$ cat src/rtl/regfile_wb_arbiter_if.sv
// Write-back bus between result producers and the register file port.
// Forwarding lookup signals are present only when WB_FWD_EN is defined.
interface regfile_wb_arbiter_if #(
  parameter int DEPTH  = 4,
  parameter int DATA_W = 32,
  parameter int ADDR_W = 5
);
  localparam int CW = $clog2(DEPTH) + 1;

  logic              alu_valid;
  logic              alu_ready;
  logic [ADDR_W-1:0] alu_reg;
  logic [DATA_W-1:0] alu_data;
  logic              mem_valid;
  logic              mem_ready;
  logic [ADDR_W-1:0] mem_reg;
  logic [DATA_W-1:0] mem_data;
  logic              reg_write;
  logic [ADDR_W-1:0] w_reg0;
  logic [DATA_W-1:0] w_data;
  logic [CW-1:0]     fifo_count;
`ifdef WB_FWD_EN
  logic [ADDR_W-1:0] fwd_reg0;
  logic [ADDR_W-1:0] fwd_reg1;
  logic              fwd_hit0;
  logic              fwd_hit1;
  logic [DATA_W-1:0] fwd_data0;
  logic [DATA_W-1:0] fwd_data1;

  modport master (
    output alu_valid, alu_reg, alu_data,
    output mem_valid, mem_reg, mem_data,
    output fwd_reg0, fwd_reg1,
    input  alu_ready, mem_ready,
    input  reg_write, w_reg0, w_data,
    input  fifo_count,
    input  fwd_hit0, fwd_hit1,
    input  fwd_data0, fwd_data1
  );

  modport slave (
    input  alu_valid, alu_reg, alu_data,
    input  mem_valid, mem_reg, mem_data,
    input  fwd_reg0, fwd_reg1,
    output alu_ready, mem_ready,
    output reg_write, w_reg0, w_data,
    output fifo_count,
    output fwd_hit0, fwd_hit1,
    output fwd_data0, fwd_data1
  );
`else
  modport master (
    output alu_valid, alu_reg, alu_data,
    output mem_valid, mem_reg, mem_data,
    input  alu_ready, mem_ready,
    input  reg_write, w_reg0, w_data,
    input  fifo_count
  );

  modport slave (
    input  alu_valid, alu_reg, alu_data,
    input  mem_valid, mem_reg, mem_data,
    output alu_ready, mem_ready,
    output reg_write, w_reg0, w_data,
    output fifo_count
  );
`endif
endinterface

$ cat src/rtl/regfile_wb_arbiter.sv
// Register-file write-back arbiter: buffered ALU stream vs. prioritised loads.
// Optional WB_FWD_EN adds combinational forwarding lookups over in-flight values.
module regfile_wb_arbiter #(
  parameter int DEPTH      = 4,
  parameter int DATA_W     = 32,
  parameter int ADDR_W     = 5,
  parameter int STARVE_LIM = 3
) (
  input  logic clk,
  input  logic reset,
  input  logic flush,
  regfile_wb_arbiter_if.slave bus
);
  localparam int PW = (DEPTH < 2) ? 1 : $clog2(DEPTH);
  localparam int CW = $clog2(DEPTH) + 1;
  localparam int SW = (STARVE_LIM < 1) ? 1 : $clog2(STARVE_LIM + 1);

  logic [ADDR_W-1:0] r_qreg [DEPTH];
  logic [DATA_W-1:0] r_qdat [DEPTH];
  logic [PW-1:0]     r_wptr;
  logic [PW-1:0]     r_rptr;
  logic [CW-1:0]     r_count;
  logic [SW-1:0]     r_starve;
  logic              r_we;
  logic [ADDR_W-1:0] r_wsel;
  logic [DATA_W-1:0] r_wdat;

  logic              w_force;
  logic              w_alu_acc;
  logic              w_mem_acc;
  logic              w_alu_nz;
  logic              w_mem_nz;
  logic              w_empty;
  logic              w_push;
  logic              w_pop;
  logic              w_cut;
  logic              w_we_n;
  logic [ADDR_W-1:0] w_sel_n;
  logic [DATA_W-1:0] w_dat_n;
  logic [SW-1:0]     w_starve_n;

  assign w_empty   = (r_count == '0);
  assign w_force   = (r_starve == SW'(STARVE_LIM)) && !w_empty;
  assign w_alu_nz  = (bus.alu_reg != '0);
  assign w_mem_nz  = (bus.mem_reg != '0);

  assign bus.alu_ready = (r_count < CW'(DEPTH));
  assign bus.mem_ready = !w_force;

  assign w_alu_acc = bus.alu_valid && bus.alu_ready;
  assign w_mem_acc = bus.mem_valid && bus.mem_ready;

  always_comb begin
    w_pop      = 1'b0;
    w_cut      = 1'b0;
    w_we_n     = 1'b0;
    w_sel_n    = r_wsel;
    w_dat_n    = r_wdat;
    w_starve_n = r_starve;
    if (w_force) begin
      w_pop      = 1'b1;
      w_we_n     = 1'b1;
      w_sel_n    = r_qreg[r_rptr];
      w_dat_n    = r_qdat[r_rptr];
      w_starve_n = '0;
    end else if (w_mem_acc) begin
      // A register-0 load still burns a slot for starvation accounting
      w_we_n = w_mem_nz;
      if (w_mem_nz) begin
        w_sel_n = bus.mem_reg;
        w_dat_n = bus.mem_data;
      end
      if (w_empty)
        w_starve_n = '0;
      else if (r_starve != SW'(STARVE_LIM))
        w_starve_n = r_starve + 1'b1;
    end else if (!w_empty) begin
      w_pop      = 1'b1;
      w_we_n     = 1'b1;
      w_sel_n    = r_qreg[r_rptr];
      w_dat_n    = r_qdat[r_rptr];
      w_starve_n = '0;
    end else if (w_alu_acc && w_alu_nz) begin
      w_cut   = 1'b1;
      w_we_n  = 1'b1;
      w_sel_n = bus.alu_reg;
      w_dat_n = bus.alu_data;
    end
  end

  assign w_push = w_alu_acc && w_alu_nz && !w_cut;

  always_ff @(posedge clk or posedge reset) begin
    if (reset) begin
      r_wptr   <= '0;
      r_rptr   <= '0;
      r_count  <= '0;
      r_starve <= '0;
      r_we     <= 1'b0;
      r_wsel   <= '0;
      r_wdat   <= '0;
    end else if (flush) begin
      r_wptr   <= '0;
      r_rptr   <= '0;
      r_count  <= '0;
      r_starve <= '0;
      r_we     <= 1'b0;
    end else begin
      if (w_push)
        r_wptr <= r_wptr + 1'b1;
      if (w_pop)
        r_rptr <= r_rptr + 1'b1;
      r_count  <= r_count + CW'(w_push) - CW'(w_pop);
      r_starve <= w_starve_n;
      r_we     <= w_we_n;
      r_wsel   <= w_sel_n;
      r_wdat   <= w_dat_n;
    end
  end

  // Payload storage needs no reset: occupancy is tracked by r_count
  always_ff @(posedge clk) begin
    if (w_push && !flush) begin
      r_qreg[r_wptr] <= bus.alu_reg;
      r_qdat[r_wptr] <= bus.alu_data;
    end
  end

  assign bus.reg_write  = r_we;
  assign bus.w_reg0     = r_wsel;
  assign bus.w_data     = r_wdat;
  assign bus.fifo_count = r_count;

`ifdef WB_FWD_EN
  logic [ADDR_W-1:0] w_freg [2];
  logic              w_fhit [2];
  logic [DATA_W-1:0] w_fdat [2];

  assign w_freg[0] = bus.fwd_reg0;
  assign w_freg[1] = bus.fwd_reg1;

  // Scan oldest to youngest so later matches win, then the output stage
  always_comb begin
    for (int j = 0; j < 2; j++) begin
      w_fhit[j] = 1'b0;
      w_fdat[j] = '0;
      for (int i = 0; i < DEPTH; i++) begin
        if ((CW'(i) < r_count) &&
            (r_qreg[r_rptr + PW'(i)] == w_freg[j])) begin
          w_fhit[j] = 1'b1;
          w_fdat[j] = r_qdat[r_rptr + PW'(i)];
        end
      end
      if (r_we && (r_wsel == w_freg[j])) begin
        w_fhit[j] = 1'b1;
        w_fdat[j] = r_wdat;
      end
      if (w_freg[j] == '0) begin
        w_fhit[j] = 1'b0;
        w_fdat[j] = '0;
      end
    end
  end

  assign bus.fwd_hit0  = w_fhit[0];
  assign bus.fwd_hit1  = w_fhit[1];
  assign bus.fwd_data0 = w_fdat[0];
  assign bus.fwd_data1 = w_fdat[1];
`endif

endmodule

$ cat src/flat_wrapper.sv
// flat-port wrapper written by rule: the top's interface ports become plain ports
module regfile_wb_arbiter_flat 
#(
  parameter int DEPTH      = 4,
  parameter int DATA_W     = 32,
  parameter int ADDR_W     = 5,
  parameter int STARVE_LIM = 3
)
  (clk, reset, flush, bus_alu_valid, bus_alu_reg, bus_alu_data, bus_mem_valid, bus_mem_reg, bus_mem_data, bus_alu_ready, bus_mem_ready, bus_reg_write, bus_w_reg0, bus_w_data, bus_fifo_count);
  regfile_wb_arbiter_if #(.DEPTH(DEPTH), .DATA_W(DATA_W), .ADDR_W(ADDR_W)) bus_i ();
  input  logic clk;
  input  logic reset;
  input  logic flush;
  input wire logic [$bits(bus_i.alu_valid)-1:0] bus_alu_valid;
  input wire logic [$bits(bus_i.alu_reg)-1:0] bus_alu_reg;
  input wire logic [$bits(bus_i.alu_data)-1:0] bus_alu_data;
  input wire logic [$bits(bus_i.mem_valid)-1:0] bus_mem_valid;
  input wire logic [$bits(bus_i.mem_reg)-1:0] bus_mem_reg;
  input wire logic [$bits(bus_i.mem_data)-1:0] bus_mem_data;
  output wire logic [$bits(bus_i.alu_ready)-1:0] bus_alu_ready;
  output wire logic [$bits(bus_i.mem_ready)-1:0] bus_mem_ready;
  output wire logic [$bits(bus_i.reg_write)-1:0] bus_reg_write;
  output wire logic [$bits(bus_i.w_reg0)-1:0] bus_w_reg0;
  output wire logic [$bits(bus_i.w_data)-1:0] bus_w_data;
  output wire logic [$bits(bus_i.fifo_count)-1:0] bus_fifo_count;
  assign bus_i.alu_valid = bus_alu_valid;
  assign bus_i.alu_reg = bus_alu_reg;
  assign bus_i.alu_data = bus_alu_data;
  assign bus_i.mem_valid = bus_mem_valid;
  assign bus_i.mem_reg = bus_mem_reg;
  assign bus_i.mem_data = bus_mem_data;
  assign bus_alu_ready = bus_i.alu_ready;
  assign bus_mem_ready = bus_i.mem_ready;
  assign bus_reg_write = bus_i.reg_write;
  assign bus_w_reg0 = bus_i.w_reg0;
  assign bus_w_data = bus_i.w_data;
  assign bus_fifo_count = bus_i.fifo_count;
  regfile_wb_arbiter #(.DEPTH(DEPTH), .DATA_W(DATA_W), .ADDR_W(ADDR_W), .STARVE_LIM(STARVE_LIM)) u_core (.clk(clk), .reset(reset), .flush(flush), .bus(bus_i));
endmodule
$ cat config.mk
export PLATFORM = sky130hd
export DESIGN_NAME = regfile_wb_arbiter_flat
export DESIGN_NICKNAME = d
export VERILOG_FILES = /design/src/rtl/regfile_wb_arbiter_if.sv /design/src/rtl/regfile_wb_arbiter.sv /design/src/flat_wrapper.sv
export SDC_FILE = /design/constraint.sdc
export NUM_CORES = 1
export LEC_CHECK = 0
export CORE_MARGIN = 8
export CORE_UTILIZATION = 25
export DETAILED_ROUTE_END_ITERATION = 8
export GPL_ROUTABILITY_DRIVEN = 0
export SYNTH_ARGS = -nofsm -noshare
export SYNTH_HDL_FRONTEND = slang
export SYNTH_SLANG_ARGS = --single-unit
$ cat constraint.sdc
create_clock -name clk -period 3 [get_ports clk]
set_input_delay 0.3 -clock clk [delete_from_list [all_inputs] [get_ports clk]]
set_output_delay 0.3 -clock clk [all_outputs]
set_load 0.01 [all_outputs]
**Word level (Yosys, flattened, before mapping)**

Memory sizes are Yosys's and may differ from the RTL's.
Index checks and enable logic that the tools add are counted.

- Bits in registers: 47
- Memory bits (writable): 148
- Input bits: 79
- Output and inout port bits: 43
- Word-level logic and storage cells: 73
- Memories kept: 2

- Add/sub/neg operators: 5
- Order comparisons: 1
- Equality and inequality tests: 6
- Multiplexer cells: 34
- Bitwise gates (word level): 1
- Reduce and logical (&&, ||, !) cells: 17

Memories:

| name | depth | bits a word | read ports | clocked after memory_dff | wr ports | line | text |
|---|---|---|---|---|---|---|---|
| u_core.r_qdat | 4 | 32 | 1 | 0 | 1 | regfile_wb_arbiter.sv:19 | `logic [DATA_W-1:0] r_qdat [DEPTH];` |
| u_core.r_qreg | 4 | 5 | 1 | 0 | 1 | regfile_wb_arbiter.sv:18 | `logic [ADDR_W-1:0] r_qreg [DEPTH];` |

Operator list:

| operator | number |
|---|---|
| two-way mux 32 bit | 5 |
| two-way mux 5 bit | 5 |
| two-way mux 2 bit | 10 |
| two-way mux 1 bit | 13 |
| nonzero test 5 bit | 2 |
| != test 4 x 2 -> 1 bit, second input constant | 2 |
| adder 2 x 1 -> 2 bit, second input constant | 3 |
| logical AND 1 bit | 6 |
| != test 5 x 4 -> 1 bit, second input constant | 1 |
| logical NOT 1 bit | 4 |
| nonzero test 2 bit | 2 |
| adder 3 x 1 -> 3 bit | 1 |
| logical NOT 3 bit | 1 |
| < comparator 3 bit, second input constant | 1 |
| two-way mux 3 bit | 1 |
| != test 3 x 2 -> 1 bit, second input constant | 1 |
| AND reduction 3 bit | 1 |
| subtractor 3 x 1 -> 3 bit | 1 |
| == test 2 bit, second input constant | 1 |
| != test 2 bit, second input constant | 1 |
| AND reduction 2 bit | 1 |
| NOT 1 bit | 1 |

**Depth between registers and ports, before layout**

- Depth after elaboration: 12
- Gate-level depth with buffers: 12
- Mapped depth without buffers: 11

**Worst setup path after synthesis**

No wires, ideal clock.

- Kind: flip-flop to flip-flop
- Start: register u_core.r_count[0] (netlist: u_core.bus.fifo_count[0])
- End: register u_core.r_count[2] (netlist: u_core.bus.fifo_count[2])
- Arrival time: 2.458 ns
- Required time: 2.868 ns
- Setup slack: 0.410 ns
- Cell stages (with the launch flop): 13
- Path buffers: 2
- Clock period less this slack: 2.590 ns
- Path through: dfrtp_1 -> or3_1 -> clkbuf_1 -> clkbuf_1 -> and2_1 -> ha_1 -> inv_1 -> ha_1 -> inv_1 -> fa_1 -> xnor2_1 -> xnor2_1 -> nor2_1

- Longest elaborated chain between the ends: 12

Ends and longest elaborated chain:

| element | line | text |
|---|---|---|
| start: declaration | regfile_wb_arbiter.sv:22 | `logic [CW-1:0] r_count;` |
| start signal: assignment | regfile_wb_arbiter.sv:113 | `r_count <= r_count + CW'(w_push) - CW'(w_pop);` |
| < comparator 3 bit or logical NOT 3 bit (tied branches) | regfile_wb_arbiter.sv:47, regfile_wb_arbiter.sv:42 |  |
| logical AND 1 bit or logical NOT 1 bit (tied branches) | regfile_wb_arbiter.sv:50, regfile_wb_arbiter.sv:43 |  |
| logical AND 1 bit (on tied branches) | regfile_wb_arbiter.sv:83, regfile_wb_arbiter.sv:91, regfile_wb_arbiter.sv:43 |  |
| two-way mux 1 bit or logical NOT 1 bit (tied branches) | regfile_wb_arbiter.sv:83, regfile_wb_arbiter.sv:48 |  |
| two-way mux 1 bit or logical AND 1 bit (tied branches) | regfile_wb_arbiter.sv:77, regfile_wb_arbiter.sv:51 |  |
| two-way mux 1 bit | regfile_wb_arbiter.sv:66 | `end else if (w_mem_acc) begin` |
| two-way mux 1 bit | regfile_wb_arbiter.sv:60 | `if (w_force) begin` |
| logical NOT 1 bit | regfile_wb_arbiter.sv:91 | `assign w_push = w_alu_acc && w_alu_nz && !w_cut;` |
| logical AND 1 bit | regfile_wb_arbiter.sv:91 |  |
| adder 3 x 1 -> 3 bit | regfile_wb_arbiter.sv:113 |  |
| subtractor 3 x 1 -> 3 bit * | regfile_wb_arbiter.sv:113 |  |
| two-way mux 3 bit * | regfile_wb_arbiter.sv:102 | `end else if (flush) begin` |

Mark *: on every way between the ends. The rest lies on a longest branch, timed or not.
A chain may end at the register's enable or synchronous reset.

**Worst setup path after layout**

- Start: register u_core.r_count[2] (netlist: u_core.bus.fifo_count[2])
- End: output port bus_mem_ready

- Longest elaborated chain between the ends: 4

Ends and longest elaborated chain:

| element | line | text |
|---|---|---|
| logical NOT 3 bit | regfile_wb_arbiter.sv:42 | `assign w_empty = (r_count == '0);` |
| logical NOT 1 bit | regfile_wb_arbiter.sv:43 | `assign w_force = (r_starve == SW'(STARVE_LIM)) && !w_empty;` |
| logical AND 1 bit | regfile_wb_arbiter.sv:43 |  |
| logical NOT 1 bit | regfile_wb_arbiter.sv:48 | `assign bus.mem_ready = !w_force;` |
| end: declaration | flat_wrapper.sv:21 | `output wire logic [$bits(bus_i.mem_ready)-1:0] bus_mem_ready;` |

No other way between the ends.

==> qor.yml <==
post-route-drc-count: 0
ff2ff_path_depth: 10
grt.overflow.total: 0
max-slew-margin-rel: 0.462
r2r_slack_ns: 0.45
synthArstFlopShare: 0.241
synthesis.yosys.warnings: 0
h_tree_depth: 4
setup_tns_ns: 0
worst_setup_path_startpoint: "u_core.bus.fifo_count[2]"
synth-adder-area-share: 0.0129
number_of_global_route_vias_before_repair: 5356
hold_path.class: "input port to asynchronous set/reset pin"
cts_buffers: 17
grt_util_met3: 0.0433
worst_pin_slew_ns: 0.807
run_status: "finished, final reports clean"
synth.yosys.seq_area_share: 0.672
end_kind: "primary output"
synth_top_area_frac: 0.531
syn-instance-count: 517
fp-row-count: 67
port-buffer-count: 121
core_region_area_mm2: 0.0333
cts.path.max_buffers: 2
finalClockSkew_ns: 0.00823
start_util: 0.251
grt_setup_unrepaired: "false"
flow.area_growth_from_synthesis_pct: 28.5
die_area_mm2: 0.0396
clock_insertion_delay_worst_skew_ns: 0.43
synth.cell_area_mm2: 0.00836
critical_path_endpoint: "bus_mem_ready"
synth_simple_gate_area_frac: 0.0844
cts_root_buffer: "clkbuf_16"
grt_usage: 0.113
post_route_cells_drive_above_1_share: 0.215
p_int_mw: 5.90
synth_top_family_by_area: "multiplexers"
worst_slack_ns: 0.373
area.sequential_mm2: 0.00563
die_h_um: 199
timing.final.max_slew_violations: 0
cts_num_sinks: 195
finalPower_mw: 8.48
design.portCount: 122
critical_path_class: "register to primary output"
sw_frac_of_total: 0.304
synth_largest_area_cell: "edfxtp_1"
drt-initial-drc-count: 259
dp_hpwl_um: 14500
synth_area_per_cell_um2: 16.2
clock_power_share: 0.246
mappedNetlistNets: 604
place_worst_setup_slack_ns: 0.190
power_density_relative_to_cell_area_mw_per_mm2: 789
crit_path_start_kind: "register"
postCtsHoldBufs: 0
area_fraction_in_compound_gates_after_synthesis: 0.0383
worst_ep_required_time_ns: 2.70
reg2reg_from: "u_core.bus.fifo_count[2]"
drtPass1Iterations: 4
worstPathMaxFanout: 38
yosys_register_bits: 195
grt_max_degree: 75
regToRegEndpoint: "u_core.bus.fifo_count[2]"
use_met2: 0.182
synth_mux_area_frac: 0.160
synth_edf_count: 148
vias: 5001
drt-wirelength-per-cell_um: 19.9
seq_power_share: 0.432
unique_masters_post_synth: 32
die_span_in_x_um: 199
viasPerCell: 4.54
combinational_fraction_of_design_power: 0.323
cap_violations: 0
placement.cell_area_mm2: 0.0102
synthMostInstantiatedCell: "edfxtp_1"
p_leak_nw: 3.67
nFillCells: 3273
hold_violations: 0
synth-xor-area-share: 0.00524
fmax_mhz: 381
met1_usage: 0.140
footprint_of_the_multi_input_gates_mm2: 0.00256
synth.top_cells.by_count: "148 x edfxtp_1, 109 x nand3_1, 47 x dfrtp_1"
cts-resized-gates: 0
synth_flop_cell: "edfxtp_1"
nNetsFinal: 724
top_usage_layer: "met2"
finalWirelength_um: 21900
finalSetupViolations: 0
crit_arrival_ns: 2.33
ir_drop_mv: 0.336
switching_power_mw: 2.58
cts_tree: "built"
post-route-period-util: 0.876
grt_first_pass_wirelength_um: 33500
cts_setup_buffers: 0
synth.top_cells.by_area: "edfxtp_1 53%, dfrtp_1 14%, mux4_2 10%, nand3_1 6.5%, mux2_4 3.4%"
period_needed_ns: 2.63
stdcell_area_mm2: 0.0107
antenna_found_initial: 5
path_clk_slew_ns: 0.07
ant_nets: 0
-- per-layer routing --
metal / wire, um / up-vias
met5: 23 / -
met4: 308 / 4
met3: 1790 / 22
met2: 10700 / 120
met1: 9090 / 2576
li1: - / 2279
-- power groups by stage --
stage / logic, mW / registers [mW] / clock network, mW
floorplan: 1.57 / 3.67 / 0
global placement: 2.77 / 3.72 / 0
detailed placement: 2.78 / 3.73 / 0
CTS: 2.79 / 3.68 / 2.15
global route: 2.97 / 3.73 / 2.24
finish: 2.74 / 3.66 / 2.08
-- worst min-delay path by stage --
stage / to / slack [ns] / cells after the start
6_report: u_core.bus.w_data[6] / 0.24 / 2
2_1_floorplan: u_core.r_qdat[0][0] / 0.40 / 0
4_1_cts: u_core.bus.w_data[6] / 0.25 / 2
3_3_place_gp: u_core.bus.w_data[17] / 0.49 / 1
3_5_place_dp: u_core.bus.w_data[21] / 0.50 / 1
5_1_grt: u_core.bus.w_data[6] / 0.28 / 2
-- stage by stage --
step                utilization  hold slack, ns  cells
floorplan                     -           0.399    517
global placement          0.306           0.493   1066
detailed placement        0.306           0.498   1066
CTS                       0.323           0.254   1098
global route              0.323           0.280   1100
finish                    0.323           0.239   1101
-- registers in the layout, indices dropped and copies added, names as in the netlist --
register and cells:
u_core.r_wptr 2, u_core.r_qdat 128, u_core.bus.w_reg0 5, u_core.bus.fifo_count 3, u_core.bus.w_data 32, u_core.r_qreg 20
u_core.r_rptr 2, u_core.bus.reg_write 1, u_core.r_starve 2
-- critical path, stage by stage (launching register included) --
cell	delay [ns]
dfrtp_1	0.48
o31ai_4	0.28
buf_4	0.49
clkdlybuf4s50_1	0.65
-- cell type report --
cell class | count | area share
Sequential cell | 195 | 0.524
Antenna cell | 3 | 0.000699
Clock buffer | 19 | 0.0403
Tap cell | 448 | 0.0522
Clock inverter | 13 | 0.00955
Multi-Input combinational cell | 271 | 0.238
Inverter | 9 | 0.00314
Timing Repair Buffer | 143 | 0.132
-- layout by cell type, fill, tap and decap left out, types with 7 or more instances in the layout --
cell             instances
buf_4                   18
clkbuf_16               17
clkdlybuf4s50_1        120
dfrtp_1                 45
edfxtp_1               148
inv_1                    7
mux2_2                  18
mux2_4                  19
mux4_2                  37
nand3_1                109
nor2_1                  10
o211ai_1                37
-- cell families (layout without fill, tap and decap cells) --
group	count (synthesis)	in the layout
xor gates and xnor gates	5	5
and+or+nand+nor	138	138
other	0	3
AOI/OAI and AO/OA	44	44
muxes	76	76
DFF	195	195
adders and majority gates	8	8
buffers and inverters	51	184
Note: power is estimated with default switching activity, not from simulation.
